**src/rtl/maxnet_pkg.sv**
```systemverilog
// Shared definitions for the maxnet loader block.
//   - default widths/limits for XLEN, NUM_IN and MAX_ITER
//   - FSM state encoding used by maxnet_loader
//   - RUN-cycle counter width and the limit-compare helper
package maxnet_pkg;

   localparam int XLEN_DEF     = 32;
   localparam int NUM_IN_DEF   = 4;
   localparam int MAX_ITER_DEF = 255;

   localparam int CNT_W = 8;
   localparam int IDX_W = 2;

   typedef logic [2:0] state_t;

   localparam logic [2:0] ST_LOAD   = 3'd0;
   localparam logic [2:0] ST_FLUSH  = 3'd1;
   localparam logic [2:0] ST_START  = 3'd2;
   localparam logic [2:0] ST_RUN    = 3'd3;
   localparam logic [2:0] ST_RESULT = 3'd4;

   // True on the last RUN cycle allowed before the iteration limit fires.
   function automatic logic at_iter_limit(input logic [CNT_W-1:0] cnt, input int lim);
      return (cnt == CNT_W'(lim - 1));
   endfunction

endpackage

```
**src/rtl/maxnet_loader_if.sv**
```systemverilog
// Bundle of every handshake/bus signal of the maxnet loader.
//   input stream : inValid, inData -> loader ; inReady <- loader
//   memory write : wrEn, wrAddr, wrData      <- loader
//   datapath     : start <- loader ; done, maxNumber -> loader
//   result       : resValid, resData, timeout <- loader ; resReady -> loader
//   status       : busy <- loader
// master = the loader itself, slave = the surrounding environment.
interface maxnet_loader_if import maxnet_pkg::*; #(
   parameter int XLEN = XLEN_DEF
);
   logic             inValid;
   logic [XLEN-1:0]  inData;
   logic             inReady;
   logic             wrEn;
   logic [IDX_W-1:0] wrAddr;
   logic [XLEN-1:0]  wrData;
   logic             start;
   logic             done;
   logic [XLEN-1:0]  maxNumber;
   logic             resValid;
   logic [XLEN-1:0]  resData;
   logic             resReady;
   logic             timeout;
   logic             busy;

   modport master (
      input  inValid, inData, done, maxNumber, resReady,
      output inReady, wrEn, wrAddr, wrData, start, resValid, resData, timeout, busy
   );

   modport slave (
      output inValid, inData, done, maxNumber, resReady,
      input  inReady, wrEn, wrAddr, wrData, start, resValid, resData, timeout, busy
   );
endinterface

```
**src/rtl/maxnet_loader_iter_counter.sv**
```systemverilog
// RUN-cycle counter for the maxnet loader.
//   clk, rst  : clock, asynchronous active-low reset
//   clear     : zero the count (asserted the cycle before RUN is entered)
//   en        : count one RUN cycle
//   at_limit  : current RUN cycle is number MAX_ITER
module iter_counter import maxnet_pkg::*; #(
   parameter int MAX_ITER = MAX_ITER_DEF
) (
   input  logic clk,
   input  logic rst,
   input  logic clear,
   input  logic en,
   output logic at_limit
);
   logic [CNT_W-1:0] cnt;

   always_ff @(posedge clk or negedge rst) begin
      if (!rst) begin
         cnt <= '0;
      end else if (clear) begin
         cnt <= '0;
      end else if (en) begin
         cnt <= cnt + 1'b1;
      end
   end

   assign at_limit = at_iter_limit(cnt, MAX_ITER);
endmodule

```
**src/rtl/maxnet_loader.sv**
```systemverilog
// Loads a set of NUM_IN words into the maxnet data memory, launches the
// datapath, then waits for done or the iteration limit and presents the result.
//   clk, rst : clock, asynchronous active-low reset
//   bus      : maxnet_loader_if.master (input stream, memory write port,
//              start/done datapath control, result handshake, busy)
module maxnet_loader import maxnet_pkg::*; #(
   parameter int XLEN     = XLEN_DEF,
   parameter int NUM_IN   = NUM_IN_DEF,
   parameter int MAX_ITER = MAX_ITER_DEF
) (
   input  logic                 clk,
   input  logic                 rst,
   maxnet_loader_if.master      bus
);
   localparam logic [IDX_W-1:0] LAST_IDX = IDX_W'(NUM_IN - 1);

   state_t           state;
   logic [IDX_W-1:0] idx;
   logic             xfer;
   logic             at_limit;
   logic             wr_en;
   logic [IDX_W-1:0] wr_addr;
   logic [XLEN-1:0]  wr_data;
   logic [XLEN-1:0]  res_data;
   logic             tmo;

   // Words are only accepted in LOAD; anything offered later simply stalls.
   assign xfer = bus.inValid && (state == ST_LOAD);

   assign bus.inReady  = (state == ST_LOAD);
   assign bus.start    = (state == ST_START);
   assign bus.resValid = (state == ST_RESULT);
   assign bus.busy     = !((state == ST_LOAD) && (idx == '0));
   assign bus.wrEn     = wr_en;
   assign bus.wrAddr   = wr_addr;
   assign bus.wrData   = wr_data;
   assign bus.resData  = res_data;
   assign bus.timeout  = tmo;

   // Count is zeroed while in START so the first RUN cycle sees 0.
   iter_counter #(.MAX_ITER(MAX_ITER)) u_iter (
      .clk      (clk),
      .rst      (rst),
      .clear    (state == ST_START),
      .en       (state == ST_RUN),
      .at_limit (at_limit)
   );

   always_ff @(posedge clk or negedge rst) begin
      if (!rst) begin
         state    <= ST_LOAD;
         idx      <= '0;
         wr_en    <= 1'b0;
         wr_addr  <= '0;
         wr_data  <= '0;
         res_data <= '0;
         tmo      <= 1'b0;
      end else begin
         // Memory write trails the accepted word by one cycle.
         wr_en <= xfer;
         if (xfer) begin
            wr_addr <= idx;
            wr_data <= bus.inData;
         end

         case (state)
            ST_LOAD: begin
               if (xfer) begin
                  if (idx == LAST_IDX) begin
                     idx   <= '0;
                     state <= ST_FLUSH;
                  end else begin
                     idx <= idx + 1'b1;
                  end
               end
            end
            ST_FLUSH: state <= ST_START;
            ST_START: state <= ST_RUN;
            ST_RUN: begin
               // done outranks the iteration limit in the same cycle.
               if (bus.done) begin
                  res_data <= bus.maxNumber;
                  tmo      <= 1'b0;
                  state    <= ST_RESULT;
               end else if (at_limit) begin
                  res_data <= '0;
                  tmo      <= 1'b1;
                  state    <= ST_RESULT;
               end
            end
            ST_RESULT: begin
               if (bus.resReady) begin
                  idx   <= '0;
                  state <= ST_LOAD;
               end
            end
            default: begin
               idx   <= '0;
               state <= ST_LOAD;
            end
         endcase
      end
   end
endmodule

```
**src/flat_wrapper.sv**
```systemverilog
// flat-port wrapper written by rule: the top's interface ports become plain ports
module maxnet_loader_flat import maxnet_pkg::*;
#(
   parameter int XLEN     = XLEN_DEF,
   parameter int NUM_IN   = NUM_IN_DEF,
   parameter int MAX_ITER = MAX_ITER_DEF
)
  (clk, rst, bus_inValid, bus_inData, bus_done, bus_maxNumber, bus_resReady, bus_inReady, bus_wrEn, bus_wrAddr, bus_wrData, bus_start, bus_resValid, bus_resData, bus_timeout, bus_busy);
  maxnet_loader_if #(.XLEN(XLEN)) bus_i ();
  input  logic clk;
  input  logic rst;
  input wire logic [$bits(bus_i.inValid)-1:0] bus_inValid;
  input wire logic [$bits(bus_i.inData)-1:0] bus_inData;
  input wire logic [$bits(bus_i.done)-1:0] bus_done;
  input wire logic [$bits(bus_i.maxNumber)-1:0] bus_maxNumber;
  input wire logic [$bits(bus_i.resReady)-1:0] bus_resReady;
  output wire logic [$bits(bus_i.inReady)-1:0] bus_inReady;
  output wire logic [$bits(bus_i.wrEn)-1:0] bus_wrEn;
  output wire logic [$bits(bus_i.wrAddr)-1:0] bus_wrAddr;
  output wire logic [$bits(bus_i.wrData)-1:0] bus_wrData;
  output wire logic [$bits(bus_i.start)-1:0] bus_start;
  output wire logic [$bits(bus_i.resValid)-1:0] bus_resValid;
  output wire logic [$bits(bus_i.resData)-1:0] bus_resData;
  output wire logic [$bits(bus_i.timeout)-1:0] bus_timeout;
  output wire logic [$bits(bus_i.busy)-1:0] bus_busy;
  assign bus_i.inValid = bus_inValid;
  assign bus_i.inData = bus_inData;
  assign bus_i.done = bus_done;
  assign bus_i.maxNumber = bus_maxNumber;
  assign bus_i.resReady = bus_resReady;
  assign bus_inReady = bus_i.inReady;
  assign bus_wrEn = bus_i.wrEn;
  assign bus_wrAddr = bus_i.wrAddr;
  assign bus_wrData = bus_i.wrData;
  assign bus_start = bus_i.start;
  assign bus_resValid = bus_i.resValid;
  assign bus_resData = bus_i.resData;
  assign bus_timeout = bus_i.timeout;
  assign bus_busy = bus_i.busy;
  maxnet_loader #(.XLEN(XLEN), .NUM_IN(NUM_IN), .MAX_ITER(MAX_ITER)) u_core (.clk(clk), .rst(rst), .bus(bus_i));
endmodule
```
**config.mk**
```make
export PLATFORM = sky130hd
export DESIGN_NAME = maxnet_loader_flat
export DESIGN_NICKNAME = d
export VERILOG_FILES = /design/src/rtl/maxnet_pkg.sv /design/src/rtl/maxnet_loader_if.sv /design/src/rtl/maxnet_loader_iter_counter.sv /design/src/rtl/maxnet_loader.sv /design/src/flat_wrapper.sv
export SDC_FILE = /design/constraint.sdc
export NUM_CORES = 1
export LEC_CHECK = 0
export CAP_MARGIN = 20
export CORE_MARGIN = 2
export CORE_UTILIZATION = 39
export DETAILED_ROUTE_END_ITERATION = 10
export HOLD_SLACK_MARGIN = 0.06
export PLACE_DENSITY_LB_ADDON = 0.15
export SYNTH_ARGS = -nofsm -noshare
export SYNTH_HDL_FRONTEND = slang
export SYNTH_SLANG_ARGS = --single-unit
```
**constraint.sdc**
```tcl
create_clock -name clk -period 1.6 [get_ports clk]
set_clock_uncertainty 0.05 [all_clocks]
set_input_delay 0.32 -clock clk [delete_from_list [all_inputs] [get_ports clk]]
set_output_delay 0.32 -clock clk [all_outputs]
set_load 0.02 [all_outputs]
```
==> results of run 1 <==
[per-stage QoR]
stage | worst slack (ps) | setup TNS, ps
3_5_place_dp | -275 | -9310
3_3_place_gp | -242 | -8390
5_1_grt | -165 | -4290
4_1_cts | -68.8 | -730
2_1_floorplan | 22.4 | 0
6_report | -126 | -2680
[repair_timing]
item,CTS,global route
setup endpoints to repair,106,66
gates resized for setup,104,62
pin swaps,2,2
setup buffers,4,5
cloned,2,5
hold endpoints to repair,21,0
hold buffers,1,0
[report_power, final]
part | internal, uW | switching, uW | leakage, uW | total (uW)
registers | 2990 | 667 | 0.000926 | 3660
logic | 3190 | 3000 | 0.00170 | 6190
clock network | 920 | 724 | 0.000106 | 1640
[layer usage]
| layer | up-vias | share of wire (%) |
|---|---|---|
| met5 | - | 0 |
| met4 | 0 | 1.5 |
| met3 | 11 | 4.7 |
| met2 | 77 | 49 |
| met1 | 1470 | 45 |
| li1 | 1411 | - |
[worst reg2reg max path, delay by kind of cell (launching register included)]
| kind | cells | cell delay (ps) |
|---|---|---|
| and+or+nand+nor | 2 | 420 |
| buffers and inverters | 2 | 370 |
| DFF | 1 | 470 |
| muxes | 1 | 300 |
[kinds of logic after synthesis]
family / after synthesis / synth area share (%)
mux: 36 / 11.4
flops: 81 / 57.3
buf+inv: 57 / 7.04
compound gates: 86 / 16.3
fa+ha+maj: 4 / 1.42
simple gates: 36 / 6.44
[area by class of cell]
cell class	instances	area share (%)
multi-input cells	162	25.0
inverters	38	2.45
clock inverters	4	1.31
flip-flops and latches	81	34.9
clock buffers	11	2.43
well taps	108	2.33
repair buffers	180	31.6
[Yosys cell counts, types with 2 or more instances]
master	instances
dfrtp_1	81
inv_1	38
mux2_2	34
o21ai_0	34
a22oi_1	32
buf_2	9
nand2_1	9
clkbuf_1	6
nand3_1	5
nand3b_1	5
a22o_1	4
ha_1	4
nand2b_1	4
a21oi_1	3
buf_6	3
o211ai_1	3
a32o_1	2
nor2_1	2
o311ai_0	2
[sequential cells by signal (all words and copies together), names as in the netlist]
| name | flops |
|---|---|
| u_core.bus.wrEn | 1 |
| u_core.u_iter.cnt | 8 |
| u_core.bus.wrData | 32 |
| u_core.state | 3 |
| u_core.bus.resData | 32 |
| u_core.bus.timeout | 1 |
| u_core.bus.wrAddr | 2 |
| u_core.idx | 2 |
[worst paths after layout]
check	cells past startpoint	to	slack, ps
hold reg to reg	1	u_core.bus.wrData[22]$_DFFE_PN0P_	460
min in group clk	1	u_core.bus.wrData[22]$_DFFE_PN0P_	460
max in group asynchronous	3	u_core.bus.resData[7]$_DFFE_PN0P_	570
hold / removal	2	u_core.u_iter.cnt[6]$_DFFE_PN0P_	370
setup reg to reg	5	u_core.bus.wrData[12]$_DFFE_PN0P_	-130
setup / recovery	5	u_core.bus.wrData[12]$_DFFE_PN0P_	-130
[layout by cell type, fill, tap and decap left out, types with 2 or more instances in the layout]
master	n
nand2_1	9
nand3_1	5
buf_12	6
nand3b_1	5
buf_6	10
clkbuf_8	10
a22oi_2	4
a22oi_1	28
clkdlybuf4s50_1	67
dfrtp_1	79
mux2_4	34
nand2b_4	2
a21oi_1	2
dfrtp_2	2
inv_1	38
buf_4	21
o21ai_1	9
ha_1	4
o21ai_0	25
bufinv_16	2
dlygate4sd2_1	68
nand2b_1	2
a22o_1	4
clkbuf_16	5
o211ai_1	3
nor3_4	2
a32o_1	2
==> flow_summary.yaml, run 1 <==
layout:
  fin_cells: 584
  final_nets: 545
  area.sequential_um2: 2030
  drive_gt1_share_pct: 23.3
  final.fill_count: 725
  multi_input_area_um2: 1450
  utilization_pct: 66.3
  area_delta_synth_final_pct: 64.4
  antenna_cells: 0
  final_cell_area_um2: 5810
timing:
  slew_viol_final: 0
  rsz0062_at_grt: "true"
  timing.final.crit_share_pct: 108
  setup_viol: 36
  fmaxAchievable_mhz: 579
  period_needed_ps: 1730
  hold_violations: 0
  holdWs_ps: 365
  relSlewSlack_pct: 76.6
  setup_slack_ps: -126
  worst_pin_slew_ps: 350
global_routing:
  grt_pass1_wl_um: 14400
  grtUsageMet2_pct: 30.6
  grt_max_degree: 43
  busiest_layer: "met2"
  grt.met1_usage_pct: 23.5
  grt_usage_pct: 18.6
  overflow: 0
  grt_pass1_vias: 2942
  antenna_found_initial: 0
  grt_use_met3_pct: 4.92
placed_design:
  finalWeightedCongestion: 0.783
  hpwl_um: 6040
  port_buffers: 140
  placedCellCount: 553
  dpl_cell_area_um2: 5200
critical_path:
  endpoint_kind: "flip-flop"
  r2r_start: "u_core.state[2]$_DFFE_PN0P_"
  crit_buf_inv: 2
  worstPathCellList: "nand2b_4 > nor3_4 > buf_6 > clkbuf_16 > mux2_4"
  cp_top_family: "flip-flops"
  crit_start: "u_core.state[2]$_DFFE_PN0P_"
  worstSetupPathType: "flip-flop to flip-flop"
  cp.arrival_ps: 1900
  slowest_delay_ps: 470
  path_max_fanout: 6
  slowest_stage: "dfrtp_2"
  start_kind: "flip-flop"
  critical_path_required_ps: 1780
die:
  core-area_um2: 8760
  io_pins: 141
  initial_core_util_pct: 40.3
  die_h_um: 99.2
  num_rows: 34
  die_area_um2: 9840
  die_w_um: 99.2
drt:
  dr_total_vias: 2969
  dr.pass1.iters: 4
  drcViolationCount: 0
  first_iter_violations: 87
  ant_nets: 0
  routed_via_density: 5.08
  wire_per_inst_um: 16.7
  wirelength_um: 9760
status:
  violations: "setup timing"
  status: "finished with violations"
yosys:
  yosysTopAreaCellShare_pct: 57.3
  syn_inst: 300
  synth_edf_count: 0
  ys_top_cells_by_area: "dfrtp_1 57%, mux2_2 11%, a22oi_1 6.8%"
  synthArstFlopShare_pct: 100
  ys_ff_latch: 81
  post_synth.cell_area_avg_um2: 11.8
  synth_nets: 373
  yosysSeqAreaShare_pct: 57.3
  synth_warnings: 0
  yosysUniqueCellTypes: 39
  yosysTopAreaCell: "dfrtp_1"
  synthesis.area_um2: 3540
  synth_ff_type: "dfrtp_1"
clock_tree:
  cts_buffer_depth: 2
  cts_made_buffers: 9
  cts_tree: "built"
  root_buffer: "clkbuf_8"
  cts_sinks: 81
  clk_latency_ps: 350
  cts.reportedPaths.clkPinSlew_ps: 80
  h-tree-depth: 3
power:
  leakage_uw: 0.00273
  p_total_uw: 11500
  ir_worst_vdd_mv: 0.874
  powerDensity_nw_per_um2: 1980
worst_hold_path:
  hold_class: "input port to asynchronous set/reset pin"
job:
  maxCapViolations: 0
Note: power is estimated with default switching activity, not from simulation.
==> run 2, diff against run 1 <==
- RECOVER_POWER: unset -> 50
==> run 2 against run 1 <==
Net effect: the flow still finishes with violations (setup timing); critical path depth unchanged; worst hold slack better by 96 ps; setup slack lost 1.6 ps; die area stayed put; non-clock buffer count unchanged; clock power about the same; core utilization decreased by 0.16 points; count of clock-buffer cells in the layout unchanged; global-route usage did not move; combinational power about the same; sequential share of layout area grew 0.083 points; cell count stayed put; critical endpoint unchanged.
==> flow_summary.yaml, run 2 (synthesis results as in run 1) <==
layout:
  layout_common_cells: "79 x dfrtp_1, 68 x dlygate4sd2_1, 67 x clkdlybuf4s50_1, 38 x inv_1, 34 x mux2_4"
  area_delta_synth_final_pct: 64.0
  drive_gt1_share_pct: 23.3
  fin_cells: 584
  final_nets: 545
  final_cell_area_um2: 5800
  final_common_cell: "dfrtp_1"
  antenna_cells: 0
drt:
  dr_total_vias: 2974
  wire_per_inst_um: 16.7
  routed_via_density: 5.09
  drcViolationCount: 0
  dr.pass1.iters: 4
  ant_nets: 0
  wirelength_um: 9760
  first_iter_violations: 89
timing:
  worst_pin_slew_ps: 648
  setup_slack_ps: -128
  hold_violations: 0
  fmaxAchievable_mhz: 579
  relSlewSlack_pct: 56.8
  slew_viol_final: 0
  setup_viol: 36
  tns_ps: -2740
  period_needed_ps: 1730
  rsz0062_at_grt: "true"
  timing.final.crit_share_pct: 108
clock_tree:
  clk_latency_ps: 350
  root_buffer: "clkbuf_8"
  cts_buffer_depth: 2
  cts_sinks: 81
  h-tree-depth: 3
  cts_tree: "built"
  cts_made_buffers: 9
  cts.reportedPaths.clkPinSlew_ps: 80
global_routing:
  busiest_layer: "met2"
  grt_use_met3_pct: 4.92
  overflow: 0
  grt_pass1_wl_um: 14400
  grt_max_degree: 43
  grtUsageMet2_pct: 30.6
  grt_usage_pct: 18.6
  antenna_found_initial: 0
  grt_pass1_vias: 2942
  grt.met1_usage_pct: 23.5
critical_path:
  cp_top_family: "flip-flops"
  crit_buf_inv: 2
  cp.arrival_ps: 1900
  rrSetupSlack_ps: -130
  worstPathCellList: "nand2b_4 > nor3_4 > buf_6 > clkbuf_16 > mux2_4"
  path_max_fanout: 6
  worstSetupPathType: "flip-flop to flip-flop"
  r2r_start: "u_core.state[2]$_DFFE_PN0P_"
  endpoint_kind: "flip-flop"
  slowest_stage: "dfrtp_2"
  r2r_end: "u_core.bus.wrData[12]$_DFFE_PN0P_"
  r2r.worst_path.cells: 5
  start_kind: "flip-flop"
  critical_path_required_ps: 1780
  slowest_delay_ps: 470
placed_design:
  hpwl_um: 6040
  dpl_cell_area_um2: 5200
  finalWeightedCongestion: 0.783
  preCtsSetupSlack_ps: -275
  placedCellCount: 553
  port_buffers: 140
worst_hold_path:
  worstHoldStart: "u_core.bus.wrData[22]$_DFFE_PN0P_"
  hold_depth: 1
  hold_class: "flip-flop to flip-flop"
  whs_endpoint: "u_core.bus.wrData[22]$_DFFE_PN0P_"
job:
  maxCapViolations: 0
power:
  ir_worst_vdd_mv: 0.874
  leakage_uw: 0.00273
  powerDensity_nw_per_um2: 1980
  p_total_uw: 11500
die:
  die_h_um: 99.2
  core-area_um2: 8760
  initial_core_util_pct: 40.3
  die_w_um: 99.2
  io_pins: 141
  die_area_um2: 9840
  num_rows: 34
status:
  violations: "setup timing"
  status: "finished with violations"
## run 2: worst max-delay path by stage
stage                                      from                                 to  slack [ps]  depth (start not counted)
floorplan           u_core.state[1]$_DFFE_PN0P_  u_core.bus.wrData[19]$_DFFE_PN0P_          20                          4
global placement                    bus_inValid   u_core.bus.wrData[7]$_DFFE_PN0P_        -240                          5
detailed placement                  bus_inValid  u_core.bus.wrData[12]$_DFFE_PN0P_        -280                          5
CTS                 u_core.state[1]$_DFFE_PN0P_                           bus_busy         -70                          4
global route        u_core.state[2]$_DFFE_PN0P_  u_core.bus.wrData[12]$_DFFE_PN0P_        -160                          5
finish              u_core.state[2]$_DFFE_PN0P_  u_core.bus.wrData[12]$_DFFE_PN0P_        -130                          5
## run 2: where the power goes
| group | internal, uW | total, uW | leakage, uW | switching [uW] |
|---|---|---|---|---|
| Sequential | 2990 | 3660 | 0.000926 | 668 |
| Combinational | 3180 | 6190 | 0.00170 | 3000 |
| Clock | 920 | 1640 | 0.000106 | 724 |
## run 2: per-layer routing
| layer | up-vias | wire [um] |
|---|---|---|
| met5 | - | 0 |
| met4 | 0 | 143 |
| met3 | 11 | 479 |
| met2 | 83 | 4770 |
| li1 | 1412 | - |
| met1 | 1468 | 4370 |
## run 2: stage by stage
step | utilization (%) | hold WS (ps)
4_1_cts | 62.5 | 363
3_5_place_dp | 59.4 | 202
2_1_floorplan | - | -25.6
3_3_place_gp | 59.4 | 199
5_1_grt | 66.2 | 479
6_report | 66.2 | 462
## run 2: repair_timing
item                                    4_1_cts  5_1_grt
resized for setup                           104       62
gates cloned                                  2        5
hold buffers                                  1        0
buffers inserted                              4        5
endpoints found under the setup margin      106       66
endpoints found under the hold margin        21        0
pin swaps                                     2        2
## run 2: final cells by class
type / instances / area [um^2]
repair buffers: 180 / 1820
clock buffers: 11 / 141
fillers: 727 / 2970
multi-input cells: 162 / 1450
flip-flops and latches: 81 / 2030
clock inverters: 4 / 76.3
well taps: 108 / 135
inverters: 38 / 143
## run 2: worst reg2reg max path: stages (launching register included)
cell       delay, ps
dfrtp_2          470
nand2b_4         170
nor3_4           250
buf_6            200
clkbuf_16        170
mux2_4           300
